**src/rtl/alu_seq_pkg.sv**
```systemverilog
// Shared encodings for the ALU operation sequencer: FSM state codes and reset constants.
package alu_seq_pkg;

  typedef enum logic [3:0] {
    IDLE   = 4'd0,
    A_DRV  = 4'd1,
    A_LAT  = 4'd2,
    A_REL  = 4'd3,
    B_DRV  = 4'd4,
    B_LAT  = 4'd5,
    B_REL  = 4'd6,
    WB_DRV = 4'd7,
    WB_WR  = 4'd8,
    WB_REL = 4'd9,
    DONE   = 4'd10
  } state_e;

  // Wide enough for any OP_W up to 16; truncated to OP_W at the use site.
  localparam logic [15:0] ALU_CTL_RST    = 16'hFFFF;
  localparam int          DEFAULT_FSM_ID = 0;

endpackage

```
**src/rtl/alu_seq_route.sv**
```systemverilog
// Operand index decoder: indices below NUM_REGS address the register file, the rest the I/O port.
module alu_seq_route #(
  parameter int ADDR_W   = 6,
  parameter int NUM_REGS = 4
) (
  input  logic [ADDR_W-1:0] idx,
  output logic              reg_en,
  output logic              io_en
);

  always_comb begin
    reg_en = (int'(idx) < NUM_REGS);
    io_en  = !reg_en;
  end

endmodule

```
**src/rtl/alu_op_sequencer.sv**
```systemverilog
// Sequences one ALU instruction over the shared bus: fetch A, fetch B (skipped if unary), write back, done.
// Optional ALU_SEQ_FLAGS_EN adds flags_latch_en, pulsed while the result is written back.
module alu_op_sequencer
  import alu_seq_pkg::*;
#(
  parameter int                ADDR_W     = 6,
  parameter int                OP_W       = 4,
  parameter int                NUM_REGS   = 4,
  parameter int                START_W    = 4,
  parameter int                FSM_ID     = DEFAULT_FSM_ID,
  parameter logic [2**OP_W-1:0] UNARY_MASK = '0
) (
  input  logic               clock,
  input  logic               reset,
  input  logic [START_W-1:0] FSM_start,
  input  logic [OP_W-1:0]    opcode,
  input  logic [ADDR_W-1:0]  param1,
  input  logic [ADDR_W-1:0]  param2,
  output logic               bus_register_out_en,
  output logic               bus_register_input_en,
  output logic [ADDR_W-1:0]  register_addr,
  output logic               I0_bus_output_en,
  output logic               I0_bus_input_en,
  output logic               latched_bus1_en,
  output logic               latched_bus2_en,
  output logic               alu_bus_out_en,
  output logic [OP_W-1:0]    alu_control,
  output logic               busy,
`ifdef ALU_SEQ_FLAGS_EN
  output logic               flags_latch_en,
`endif
  output logic               done
);

  state_e            state_q, state_d;
  logic [OP_W-1:0]   opc_q, opc_d;
  logic [ADDR_W-1:0] opa_q, opa_d;
  logic [ADDR_W-1:0] opb_q, opb_d;
  logic [OP_W-1:0]   alu_ctl_q, alu_ctl_d;
  logic [ADDR_W-1:0] addr_q, addr_d;

  logic              src_drv, dst_wr;
  logic [ADDR_W-1:0] src_idx;
  logic              src_reg, src_io, dst_reg, dst_io;

  // Operand B is the bus source only during its two fetch cycles.
  assign src_idx = (state_q == B_DRV || state_q == B_LAT) ? opb_q : opa_q;

  alu_seq_route #(.ADDR_W(ADDR_W), .NUM_REGS(NUM_REGS)) u_src_route (
    .idx    (src_idx),
    .reg_en (src_reg),
    .io_en  (src_io)
  );

  alu_seq_route #(.ADDR_W(ADDR_W), .NUM_REGS(NUM_REGS)) u_dst_route (
    .idx    (opa_q),
    .reg_en (dst_reg),
    .io_en  (dst_io)
  );

  assign bus_register_out_en   = src_drv & src_reg;
  assign I0_bus_output_en      = src_drv & src_io;
  assign bus_register_input_en = dst_wr & dst_reg;
  assign I0_bus_input_en       = dst_wr & dst_io;

  always_comb begin
    state_d         = state_q;
    opc_d           = opc_q;
    opa_d           = opa_q;
    opb_d           = opb_q;
    alu_ctl_d       = alu_ctl_q;
    src_drv         = 1'b0;
    dst_wr          = 1'b0;
    latched_bus1_en = 1'b0;
    latched_bus2_en = 1'b0;
    alu_bus_out_en  = 1'b0;
    busy            = 1'b1;
    done            = 1'b0;
`ifdef ALU_SEQ_FLAGS_EN
    flags_latch_en  = 1'b0;
`endif
    register_addr   = addr_q;
    alu_control     = alu_ctl_q;
    unique case (state_q)
      IDLE: begin
        busy = 1'b0;
        if (FSM_start == START_W'(FSM_ID)) begin
          state_d = A_DRV;
          opc_d   = opcode;
          opa_d   = param1;
          opb_d   = param2;
        end
      end
      A_DRV: begin
        src_drv       = 1'b1;
        register_addr = opa_q;
        state_d       = A_LAT;
      end
      A_LAT: begin
        src_drv         = 1'b1;
        register_addr   = opa_q;
        latched_bus1_en = 1'b1;
        alu_control     = opc_q;
        alu_ctl_d       = opc_q;
        state_d         = A_REL;
      end
      A_REL:  state_d = UNARY_MASK[opc_q] ? WB_DRV : B_DRV;
      B_DRV: begin
        src_drv       = 1'b1;
        register_addr = opb_q;
        state_d       = B_LAT;
      end
      B_LAT: begin
        src_drv         = 1'b1;
        register_addr   = opb_q;
        latched_bus2_en = 1'b1;
        state_d         = B_REL;
      end
      B_REL:  state_d = WB_DRV;
      WB_DRV: begin
        alu_bus_out_en = 1'b1;
        register_addr  = opa_q;
        state_d        = WB_WR;
      end
      WB_WR: begin
        alu_bus_out_en = 1'b1;
        register_addr  = opa_q;
        dst_wr         = 1'b1;
`ifdef ALU_SEQ_FLAGS_EN
        flags_latch_en = 1'b1;
`endif
        state_d        = WB_REL;
      end
      WB_REL: state_d = DONE;
      DONE: begin
        done    = 1'b1;
        state_d = IDLE;
      end
      default: begin
        busy    = 1'b0;
        state_d = IDLE;
      end
    endcase
    addr_d = register_addr;
  end

  always_ff @(posedge clock) begin
    if (reset) begin
      state_q   <= IDLE;
      opc_q     <= '0;
      opa_q     <= '0;
      opb_q     <= '0;
      alu_ctl_q <= OP_W'(ALU_CTL_RST);
      addr_q    <= '0;
    end else begin
      state_q   <= state_d;
      opc_q     <= opc_d;
      opa_q     <= opa_d;
      opb_q     <= opb_d;
      alu_ctl_q <= alu_ctl_d;
      addr_q    <= addr_d;
    end
  end

endmodule

```
**config.mk**
```make
export PLATFORM = sky130hd
export DESIGN_NAME = alu_op_sequencer
export DESIGN_NICKNAME = d
export VERILOG_FILES = /design/src/rtl/alu_seq_pkg.sv /design/src/rtl/alu_seq_route.sv /design/src/rtl/alu_op_sequencer.sv
export SDC_FILE = /design/constraint.sdc
export NUM_CORES = 1
export LEC_CHECK = 0
export CAP_MARGIN = 5
export CORE_ASPECT_RATIO = 2
export CORE_MARGIN = 2
export CORE_UTILIZATION = 40
export CTS_CLUSTER_DIAMETER = 30
export DETAILED_ROUTE_END_ITERATION = 8
export PLACE_DENSITY = 0.66
export SKIP_CTS_REPAIR_TIMING = 1
export SYNTH_ARGS = -nofsm -noshare
export SYNTH_HDL_FRONTEND = slang
export SYNTH_SLANG_ARGS = --single-unit
export TNS_END_PERCENT = 50
```
**constraint.sdc**
```tcl
create_clock -name clock -period 1.8 [get_ports clock]
set_input_delay 0.36 -clock clock [delete_from_list [all_inputs] [get_ports clock]]
set_output_delay 0.36 -clock clock [all_outputs]
set_load 0.02 [all_outputs]
```
==> tab_implementation.tex <==
\begin{tabular}{lr}
\hline
Metric & Value \\
\hline
\multicolumn{2}{l}{\textbf{Run status}} \\
\quad Outcome & finished, violations left \\
\quad Violated checks & negative setup slack \\
\multicolumn{2}{l}{\textbf{Final layout}} \\
\quad N\_diodes & 0 \\
\quad Fillcell total & 369 \\
\quad Multi-input combinational cell area & 1160 µm² \\
\quad P\&R area growth vs syn & 61.0\% \\
\quad Number of nets at the end of the flow & 316 \\
\quad Storage element area & 613 µm² \\
\quad Share of final-layout standard cells stronger than drive strength 1 & 0.417 \\
\multicolumn{2}{l}{\textbf{Worst hold path}} \\
\quad Hold WC Path Type & reg -> reg \\
\quad Hold Crit Start & opc\_q[0] \\
\quad Hold Path Cell Cnt & 2 \\
\quad Worst min-delay path endpoint & opc\_q[0] \\
\multicolumn{2}{l}{\textbf{Yosys}} \\
\quad Mapped Nets & 231 \\
\quad Area fraction of the dominant cell type after synthesis & 0.342 \\
\quad Synth area leader & sky130\_fd\_sc\_hd\_\_dfxtp\_1 \\
\quad Share of synthesized area occupied by flip-flops and latches & 0.342 \\
\quad Flip-flop and latch count after synthesis & 30 \\
\quad Mean post-synth cell area & 8.41 µm² \\
\quad Summed instance area of the synthesized netlist & 1760 µm² \\
\quad Number of synthesized flops with an enable pin & 0 \\
\quad Warnings, synthesis & 0 \\
\quad Most frequent cell after synthesis & sky130\_fd\_sc\_hd\_\_dfxtp\_1 \\
\quad Proportion of synthesized flip-flops having asynchronous set or reset & 0 \\
\quad Leading cell types by count after synthesis & sky130\_fd\_sc\_hd\_\_dfxtp\_1 (30), sky130\_fd\_sc\_hd\_\_nand2\_1 (25), sky130\_fd\_sc\_hd\_\_nand3\_1 (24) \\
\quad Count of distinct cell types in the synthesized netlist & 44 \\
\quad Primary FF master, synth & sky130\_fd\_sc\_hd\_\_dfxtp\_1 \\
\quad Ranking of synthesized cells by area & sky130\_fd\_sc\_hd\_\_dfxtp\_1 (34\%), sky130\_fd\_sc\_hd\_\_nand3\_1 (6.8\%), sky130\_fd\_sc\_hd\_\_a21oi\_1 (6.0\%), sky130\_fd\_sc\_hd\_\_nand2\_1 (5.3\%), sky130\_fd\_sc\_hd\_\_a31oi\_1 (3.6\%) \\
\quad Gate Count Post-Synth & between 200 and 250 \\
\multicolumn{2}{l}{\textbf{Power}} \\
\quad Cell leakage power & 1.20 nW \\
\quad Switch Pwr & 0.00107 W \\
\quad Clock network power share & 0.195 \\
\quad Reg power frac & 0.270 \\
\quad Combinational fraction of design power & 0.535 \\
\quad Max IR drop VDD & 906 µV \\
\quad Internal Pwr Total & 0.00180 W \\
\quad Power Dens Cells & 1010 nW/µm² \\
\quad Sw frac & 0.372 \\
\multicolumn{2}{l}{\textbf{Timing}} \\
\quad Setup repair after global routing missed its margin & true \\
\quad Post-route setup TNS & -2.58 ns \\
\quad Actual slew at the worst max-slew pin & 0.323 ns \\
\quad Worst-case clock skew & 0.00715 ns \\
\quad Number of hold-slack violations in the final timing report & 0 \\
\quad Final Worst Setup Slack & -0.274 ns \\
\quad Final cycle utilization of the critical path & 1.15 \\
\quad Worst slew margin relative to its limit & 0.783 \\
\quad Number of endpoints failing setup at the final stage & 16 \\
\quad Max-slew violation total from the final report & 0 \\
\quad Shortest clock period the worst path allows after layout & 2.07 ns \\
\quad Worst hold slack after final layout & between 0.4 and 0.5 ns \\
\quad Max Freq & 482 MHz \\
\multicolumn{2}{l}{\textbf{Place}} \\
\quad Port bufs & 40 \\
\quad DPL Wire Length & 3780 µm \\
\quad Weighted congestion at the end of routability-driven global placement & about 0.84 \\
\multicolumn{2}{l}{\textbf{Critical path}} \\
\quad Reg-to-Reg End & opa\_q[3] \\
\quad Most frequent cell on the critical path & sky130\_fd\_sc\_hd\_\_buf\_6 \\
\quad Delay contributed by the slowest stage of the critical path & 0.36 ns \\
\quad Startpoint of the lowest-slack register-to-register path & state\_q[2] \\
\quad Crit Path Max Fanout & 5 \\
\quad Critical path class & reg -> out \\
\quad Required @ worst endpoint & between 1 and 1.5 ns \\
\quad Nature of the critical path startpoint & flop \\
\quad Series of cell instances along the critical path & buf\_6 -> buf\_4 -> nor2\_4 -> a221o\_1 -> o211ai\_1 -> nand2\_1 -> buf\_6 \\
\quad Worst R2R Setup Slack & 0.13 ns \\
\quad Arrival @ worst endpoint & 1.71 ns \\
\quad Cell at the slowest stage of the critical path & sky130\_fd\_sc\_hd\_\_dfxtp\_2 \\
\quad Endpoint type of the worst setup path & output pin \\
\quad Number of cell instances on the worst register-to-register path & 8 \\
\multicolumn{2}{l}{\textbf{Floorplanning}} \\
\quad Number of rows created at floorplan & 34 \\
\quad Core area & 4300 µm² \\
\quad Initial core utilization & 0.409 \\
\quad Die width & 50.9 µm \\
\quad Die Y & 97.7 µm \\
\quad Die footprint & 4970 µm² \\
\quad Number of I/O pins & 41 \\
\multicolumn{2}{l}{\textbf{Routing}} \\
\quad First drt pass iteration count & 4 \\
\quad DR DRC count & 0 \\
\quad Number of design-rule violations left by the first detailed-router iteration & 30 \\
\quad Via density per instance & 5.40 \\
\quad Residual antenna-violating net count after detailed routing & 0 \\
\quad Vias after detailed routing & 1884 \\
\quad Mean routed wirelength per cell & 15.3 µm \\
\quad Detailed-route wire length & around 5300 µm \\
\multicolumn{2}{l}{\textbf{Global route}} \\
\quad First-pass GRT wire length & 8310 µm \\
\quad Global-route congestion overflow total & 0 \\
\quad Via count of the first global-routing pass & about 1800 \\
\quad Pin count of the biggest net entering global routing & 31 \\
\quad Overall track demand over capacity in global routing & 0.220 \\
\quad Number of antenna violations at the first check in global routing & 0 \\
\multicolumn{2}{l}{\textbf{Clocking}} \\
\quad CTS H-Tree Depth & 2 \\
\quad Skew-Pair Late Insertion Delay & 0.28 ns \\
\quad Cell chosen for the clock root & sky130\_fd\_sc\_hd\_\_clkbuf\_8 \\
\quad Clock slew at reported path FFs & 0.06 ns \\
\quad Clock net sink count & 30 \\
\quad CTS max path bufs & 2 \\
\quad Clock buffer count from CTS & 5 \\
\quad TritonCTS clock tree & yes \\
\multicolumn{2}{l}{\textbf{Run}} \\
\quad Maxcap violations & 0 \\
\hline
\end{tabular}
[final cells by class]
class | count | area share
flip-flops and latches | 30 | 0.217
well taps | 54 | 0.0239
inverters | 3 | 0.00398
repair buffers | 97 | 0.312
clock inverters | 1 | 0.00177
multi-input cells | 157 | 0.411
clock buffers | 7 | 0.0305
[per-layer routing]
metal / global-route usage / share of wire
met5: 0 / 0
met4: 0.0811 / 0.014
met3: 0.0400 / 0.025
met2: 0.402 / 0.57
met1: 0.242 / 0.39
[logic make-up (layout without fill, tap and decap cells)]
kind of cell              count (synthesis)  count (layout)  share of synthesized area
buffers and inverters                    22             108                     0.0819
DFF                                      30              30                      0.342
muxes                                     9               9                     0.0662
AOI/OAI and AO/OA                        56              56                      0.212
and+or+nand+nor                          89              89                      0.283
xor gates and xnor gates                  3               3                     0.0150
[cells in the final DEF, fill, tap and decap left out, types with 5 or more instances in the layout]
cell / n
sky130_fd_sc_hd__buf_4: 47
sky130_fd_sc_hd__dfxtp_1: 26
sky130_fd_sc_hd__nand2_1: 24
sky130_fd_sc_hd__nand3_1: 23
sky130_fd_sc_hd__buf_6: 22
sky130_fd_sc_hd__clkdlybuf4s50_1: 21
sky130_fd_sc_hd__a21oi_1: 19
sky130_fd_sc_hd__nor3_1: 7
sky130_fd_sc_hd__a31oi_1: 7
sky130_fd_sc_hd__clkbuf_8: 6
sky130_fd_sc_hd__mux2_4: 5
sky130_fd_sc_hd__nor2_1: 5
[worst max-delay path: cells and delay by family, from the launching register on]
family                 cells  cell delay [ns]
buffers and inverters      3             0.38
and+or+nand+nor            2             0.17
DFF                        1             0.36
AOI/OAI and AO/OA          2             0.51
[state kept, by name, indices dropped and copies added, names as in the netlist]
| name | cells |
|---|---|
| alu_ctl_q | 4 |
| opb_q | 6 |
| opa_q | 6 |
| opc_q | 4 |
| state_q | 4 |
| addr_q | 6 |
[through the flow]
stage	setup WS, ns	util	power, W	area [µm²]	std cells
6_report	-0.274	0.658	0.00287	2830	349
5_1_grt	-0.328	0.658	0.00300	2830	349
4_1_cts	-0.810	0.591	0.00264	2540	336
3_5_place_dp	-0.485	0.570	0.00207	2450	328
3_3_place_gp	-0.443	0.570	0.00207	2450	328
2_1_floorplan	0.0427	-	0.00155	1760	209
[worst max-delay path by stage]
stage                           from               end  slack (ns)
after floorplan           state_q[0]  I0_bus_output_en        0.04
after global routing      state_q[2]  register_addr[5]       -0.33
after detailed placement  state_q[0]  register_addr[2]       -0.48
after CTS                 state_q[0]  register_addr[2]       -0.81
final                     state_q[2]  register_addr[5]       -0.27
after global placement    state_q[0]  register_addr[2]       -0.44
[power groups by stage]
stage | Sequential, W | Clock, W | Combinational (W)
detailed placement | 0.000785 | 0 | 0.00128
finish | 0.000776 | 0.000558 | 0.00153
global route | 0.000783 | 0.000606 | 0.00162
floorplan | 0.000764 | 0 | 0.000790
global placement | 0.000780 | 0 | 0.00129
CTS | 0.000771 | 0.000573 | 0.00130
(Power assumes the default switching activity.)
